--- config.mk ---
export PLATFORM = sky130hd
export DESIGN_NAME = pc_branch_ctrl
export DESIGN_NICKNAME = d
export VERILOG_FILES = /design/src/rtl/pc_pkg.sv /design/src/rtl/pc_branch_ctrl.sv
export SDC_FILE = /design/constraint.sdc
export NUM_CORES = 1
export LEC_CHECK = 0
export CORE_UTILIZATION = 35
export DETAILED_ROUTE_END_ITERATION = 7
export GPL_TIMING_DRIVEN = 0
export PLACE_DENSITY = 0.64
export SLEW_MARGIN = 20
export SYNTH_ARGS = -nofsm -noshare
export SYNTH_HDL_FRONTEND = slang
export SYNTH_SLANG_ARGS = --single-unit
--- constraint.sdc ---
create_clock -name Clk -period 4.48 [get_ports Clk]
set_clock_uncertainty 0.15 [all_clocks]
set_input_delay 0.896 -clock Clk [delete_from_list [all_inputs] [get_ports Clk]]
set_output_delay 0.896 -clock Clk [all_outputs]
set_load 0.02 [all_outputs]
--- src/rtl/pc_pkg.sv ---
// pc_pkg -- shared definitions for the program-counter / branch controller.
//
// Contents:
//   state_e         : controller FSM state encoding (RUN, RESOLVE, HALT)
//   PC_W_DEFAULT    : default program-counter width (must match table target width)
//   IDX_W           : jump-target table index width
//   START_DEFAULT   : default PC value loaded on reset
package pc_pkg;

    localparam int PC_W_DEFAULT  = 10;
    localparam int IDX_W         = 4;
    localparam int START_DEFAULT = 0;

    typedef enum logic [1:0] {
        ST_RUN     = 2'd0,
        ST_RESOLVE = 2'd1,
        ST_HALT    = 2'd2
    } state_e;

endpackage

--- src/rtl/pc_branch_ctrl.sv ---
// pc_branch_ctrl -- program counter with table-driven branch resolution.
//
// The PC normally increments every unstalled cycle. A taken branch (br_req &
// br_cond) registers its table index onto lut_addr and spends one bubble cycle
// in RESOLVE; on the following unstalled edge the PC is loaded from the
// external jump-target table (lut_target) and br_taken pulses for one cycle
// alongside the new PC. halt_req parks the controller in HALT until Reset.
//
// Configuration macro: PC_RELATIVE_BRANCH_EN
//   defined   : br_rel selects absolute target (0) or signed D-bit offset (1)
//   undefined : br_rel is ignored, every taken branch is absolute
//
// Ports:
//   Clk        in   sole clock, rising edge
//   Reset      in   asynchronous, active-high
//   stall      in   freeze PC, state and lut_addr
//   br_req     in   instruction at pc is a branch
//   br_cond    in   branch condition; taken when br_req & br_cond
//   br_idx     in   [IDX_W-1:0] table index carried by the branch
//   br_rel     in   1 = table entry is a relative offset
//   halt_req   in   stop fetching (priority over a branch)
//   lut_addr   out  [IDX_W-1:0] registered table index
//   lut_target in   [D-1:0] combinational table response for lut_addr
//   pc         out  [D-1:0] current program counter
//   br_taken   out  one-cycle pulse together with the table-loaded pc
//   halted     out  high while in HALT
//   dbg_state  out  [1:0] FSM state for observation
//
// Handshake: there is no valid/ready pair; stall is a level-sensitive hold
// that, when high on a rising edge, leaves every register unchanged except
// br_taken, which always returns low.
module pc_branch_ctrl
    import pc_pkg::*;
#(
    parameter int D     = PC_W_DEFAULT,
    parameter int START = START_DEFAULT
) (
    input  logic             Clk,
    input  logic             Reset,
    input  logic             stall,
    input  logic             br_req,
    input  logic             br_cond,
    input  logic [IDX_W-1:0] br_idx,
    input  logic             br_rel,
    input  logic             halt_req,
    output logic [IDX_W-1:0] lut_addr,
    input  logic [D-1:0]     lut_target,
    output logic [D-1:0]     pc,
    output logic             br_taken,
    output logic             halted,
    output logic [1:0]       dbg_state
);

    state_e           state_q, state_d;
    logic [D-1:0]     pc_q, pc_d;
    logic [IDX_W-1:0] lut_addr_q, lut_addr_d;
    logic             br_taken_q, br_taken_d;
    logic [D-1:0]     target_pc;

`ifdef PC_RELATIVE_BRANCH_EN
    logic br_rel_q, br_rel_d;

    // Unsigned D-bit add is identical to adding a two's-complement offset mod 2^D.
    assign target_pc = br_rel_q ? (pc_q + lut_target) : lut_target;
`else
    logic unused_br_rel;

    assign unused_br_rel = br_rel;
    assign target_pc     = lut_target;
`endif

    always_comb begin
        state_d    = state_q;
        pc_d       = pc_q;
        lut_addr_d = lut_addr_q;
        br_taken_d = 1'b0;
`ifdef PC_RELATIVE_BRANCH_EN
        br_rel_d   = br_rel_q;
`endif
        case (state_q)
            ST_RUN: begin
                if (!stall) begin
                    if (halt_req) begin
                        state_d = ST_HALT;
                    end else if (br_req && br_cond) begin
                        state_d    = ST_RESOLVE;
                        lut_addr_d = br_idx;
`ifdef PC_RELATIVE_BRANCH_EN
                        br_rel_d   = br_rel;
`endif
                    end else begin
                        pc_d = pc_q + D'(1);
                    end
                end
            end
            ST_RESOLVE: begin
                if (!stall) begin
                    pc_d       = target_pc;
                    br_taken_d = 1'b1;
                    state_d    = ST_RUN;
                end
            end
            ST_HALT: begin
                // Frozen until Reset.
            end
            default: state_d = ST_RUN;
        endcase
    end

    always_ff @(posedge Clk or posedge Reset) begin
        if (Reset) begin
            state_q    <= ST_RUN;
            pc_q       <= D'(START);
            lut_addr_q <= '0;
            br_taken_q <= 1'b0;
`ifdef PC_RELATIVE_BRANCH_EN
            br_rel_q   <= 1'b0;
`endif
        end else begin
            state_q    <= state_d;
            pc_q       <= pc_d;
            lut_addr_q <= lut_addr_d;
            br_taken_q <= br_taken_d;
`ifdef PC_RELATIVE_BRANCH_EN
            br_rel_q   <= br_rel_d;
`endif
        end
    end

    assign pc        = pc_q;
    assign lut_addr  = lut_addr_q;
    assign br_taken  = br_taken_q;
    assign halted    = (state_q == ST_HALT);
    assign dbg_state = state_q;

endmodule

==> flow_summary.json <==
{
  "run_status": "finished, final reports clean",
  "clock_latency_ns": 0.29,
  "wl_mm": 2.31,
  "use_met3_pct": 2.59,
  "num_rows": 18,
  "grt_pass1_wl_mm": 3.67,
  "dp_hpwl_mm": 1.72,
  "setup.worst_path.class": "reg -> out",
  "final_cell_mix": "36 x clkdlybuf4s50_1, 17 x dfrtp_1, 8 x nand2_1, 8 x a21oi_1, 8 x nor2_1",
  "ys_types": 33,
  "synth-seq-cells": 17,
  "grtUsageMet2_pct": 30.2,
  "slew_headroom_pct": 54.5,
  "ios": 39,
  "vias_per_cell": 5.47,
  "overflow": 0,
  "combPwrFrac_pct": 28.5,
  "core-area_um2": 2480,
  "synth.avg_cell_area_um2": 10.1,
  "cts_tree": "done",
  "worstHoldPathType": "reg -> reg",
  "cts-hold-fix-buffers": 0,
  "max_freq_ghz": 0.381,
  "power.density_nw_per_um2": 280,
  "grt_pass1_vias": 793,
  "finalSetupViolations": 0,
  "antenna_found_initial": 0,
  "detail-route-antenna-nets": 0,
  "fin_ws_ns": 1.86,
  "post_cts_buffers": 0,
  "drc": 0,
  "htreeDepth": 1,
  "crit_fanout": 8,
  "syn-num-nets": 113,
  "r2r_slack_ns": 2.62,
  "final_layout_size_suffix_gt1_share_pct": 6.87,
  "initial_core_util_pct": 37.2,
  "drtPass1Iterations": 4,
  "r2r.worst_path.cells": 4,
  "internal-power_mw": 0.261,
  "p_sw_share_pct": 30.6,
  "pre_cts_ws_ns": 1.74,
  "rsz0062_at_grt": "no",
  "cts.sinks": 17,
  "antenna_cells": 0,
  "clk_pin_slew_ns": 0.09,
  "tightest_slew_ns": 0.681,
  "wl_per_cell_um": 14.3,
  "timing.setup.tns_ns": 0,
  "seq_area_frac_synth_pct": 46.2,
  "holdPathStages": 1,
  "die_w_um": 53.3,
  "place_congestion": 0.732,
  "cellLeakagePower_nw": 0.526,
  "ir_drop_mv": 0.225,
  "drt_iter0_drc": 10,
  "die_area_um2": 2840,
  "portBuffers": 36,
  "pwr-share-seq_pct": 49.6,
  "vias": 881,
  "yosysWarnings": 0,
  "layout_min_cycle_time_ns": 2.62,
  "worstHoldStart": "lut_addr[2]$_DFFE_PP0P_",
  "maxSlewViolCount": 0,
  "grt.total_usage_pct": 18.1,
  "cap_violations": 0,
  "p_clk_share_pct": 21.9,
  "cts_resized": 0,
  "dieHeight_um": 53.3,
  "syn_area_um2": 921,
  "critPathArrivalTime_ns": 1.58,
  "root_buffer": "clkbuf_4",
  "critical_path_required_ns": 3.43,
  "crit-reg2reg-launch": "dbg_state[0]$_DFFE_PP0P_",
  "layout.nets": 154,
  "startpoint_type": "flop",
  "area_delta_synth_final_pct": 46.1,
  "switching_power_mw": 0.115,
  "finalCritPeriodShare_pct": 58.6,
  "worst_setup_path_end_kind": "output port",
  "busiest_layer": "met2",
  "clockBufferDepth": 2,
  "cts_buffers": 3,
  "synth_cells": 91,
  "globalRouteMet1Util_pct": 22.9,
  "grt_max_degree": 18,
  "final_common_cell": "clkdlybuf4s50_1",
  "hold_end": "lut_addr[2]$_DFFE_PP0P_",
  "rr_endpoint": "pc[9]$_DFFE_PP0P_",
  "hold_viol": 0
}
==> worst max-delay path: stages (launching register included) <==
cell and delay (ns):
dfrtp_1 0.52, nor2b_1 0.17, clkdlybuf4s50_1 0.60
==> cells by family after synthesis <==
family,after synthesis,synth area share [%]
compound gates,24,18.8
mux,6,7.06
flops,17,46.2
simple gates,36,23.2
buf+inv,7,3.40
fa+ha+maj,1,1.36
==> worst max-delay path by stage <==
stage | start | endpoint | slack, ns
floorplan | stall | lut_addr[0]$_DFFE_PP0P_ | 2.23
global placement | br_req | lut_addr[0]$_DFFE_PP0P_ | 1.75
detailed placement | br_req | lut_addr[3]$_DFFE_PP0P_ | 1.74
CTS | dbg_state[1]$_DFFE_PP0P_ | halted | 1.83
global route | dbg_state[1]$_DFFE_PP0P_ | halted | 1.77
finish | dbg_state[1]$_DFFE_PP0P_ | halted | 1.86
==> area by class of cell <==
cell class | count | area, µm²
Multi-Input combinational cell | 67 | 464
Fill cell | 233 | 1130
Clock buffer | 4 | 26.3
Timing Repair Buffer | 36 | 360
Sequential cell | 17 | 425
Inverter | 2 | 7.51
Buffer | 5 | 23.8
Tap cell | 30 | 37.5
==> stage by stage <==
step           power [mW]  utilization [%]  hold slack, ns  instances  instance area (µm²)
3_5_place_dp        0.298             53.2           0.330        157                 1320
5_1_grt             0.401             54.3           0.372        161                 1350
6_report            0.377             54.3           0.347        161                 1350
2_1_floorplan       0.236                -           0.465         91                  921
4_1_cts             0.383             54.3           0.352        161                 1350
3_3_place_gp        0.292             53.2           0.332        157                 1320
==> flip-flops by register name, indices dropped and copies added (netlist names) <==
register / count
pc: 10
dbg_state: 2
br_taken: 1
lut_addr: 4
==> cells in the mapped netlist <==
cell / n / area, µm²
nand2_1: 8 / 30.0
nor2b_1: 2 / 12.5
inv_1: 2 / 7.51
a31oi_1: 2 / 12.5
nand2b_1: 2 / 12.5
o22a_1: 5 / 43.8
o32ai_1: 1 / 8.76
mux2i_1: 2 / 20.0
mux2_1: 4 / 45.0
nor3_1: 1 / 5.00
a41oi_1: 1 / 8.76
a311o_1: 1 / 10.0
nand3_1: 3 / 15.0
ha_1: 1 / 12.5
a21oi_1: 8 / 40.0
nor2_1: 8 / 30.0
nand3b_1: 1 / 7.51
or4b_1: 2 / 20.0
nand4_1: 4 / 25.0
o31a_1: 1 / 8.76
o311a_1: 1 / 10.0
a22oi_1: 1 / 7.51
o21ai_1: 1 / 5.00
clkbuf_1: 1 / 3.75
nor4_4: 1 / 21.3
or4_1: 1 / 7.51
o211ai_1: 1 / 7.51
and4_1: 1 / 8.76
nor3b_2: 1 / 12.5
dfrtp_1: 17 / 425
and2_1: 1 / 6.26
o32a_1: 1 / 10.0
buf_2: 4 / 20.0
==> power groups by stage <==
stage	registers [mW]	logic [mW]	clock network, mW
6_report	0.187	0.107	0.0825
5_1_grt	0.189	0.118	0.0934
4_1_cts	0.187	0.109	0.0878
3_5_place_dp	0.189	0.109	0
3_3_place_gp	0.187	0.105	0
2_1_floorplan	0.205	0.0316	0
==> metal layers <==
metal  up-vias  part of all wire [%]  wire length [µm]
met4         0                  0.95                22
met3         4                   4.7               109
met5         -                     0                 0
li1        424                     -                 -
met1       427                    45              1030
met2        26                    50              1150
Note: power is estimated with default switching activity, not from simulation.
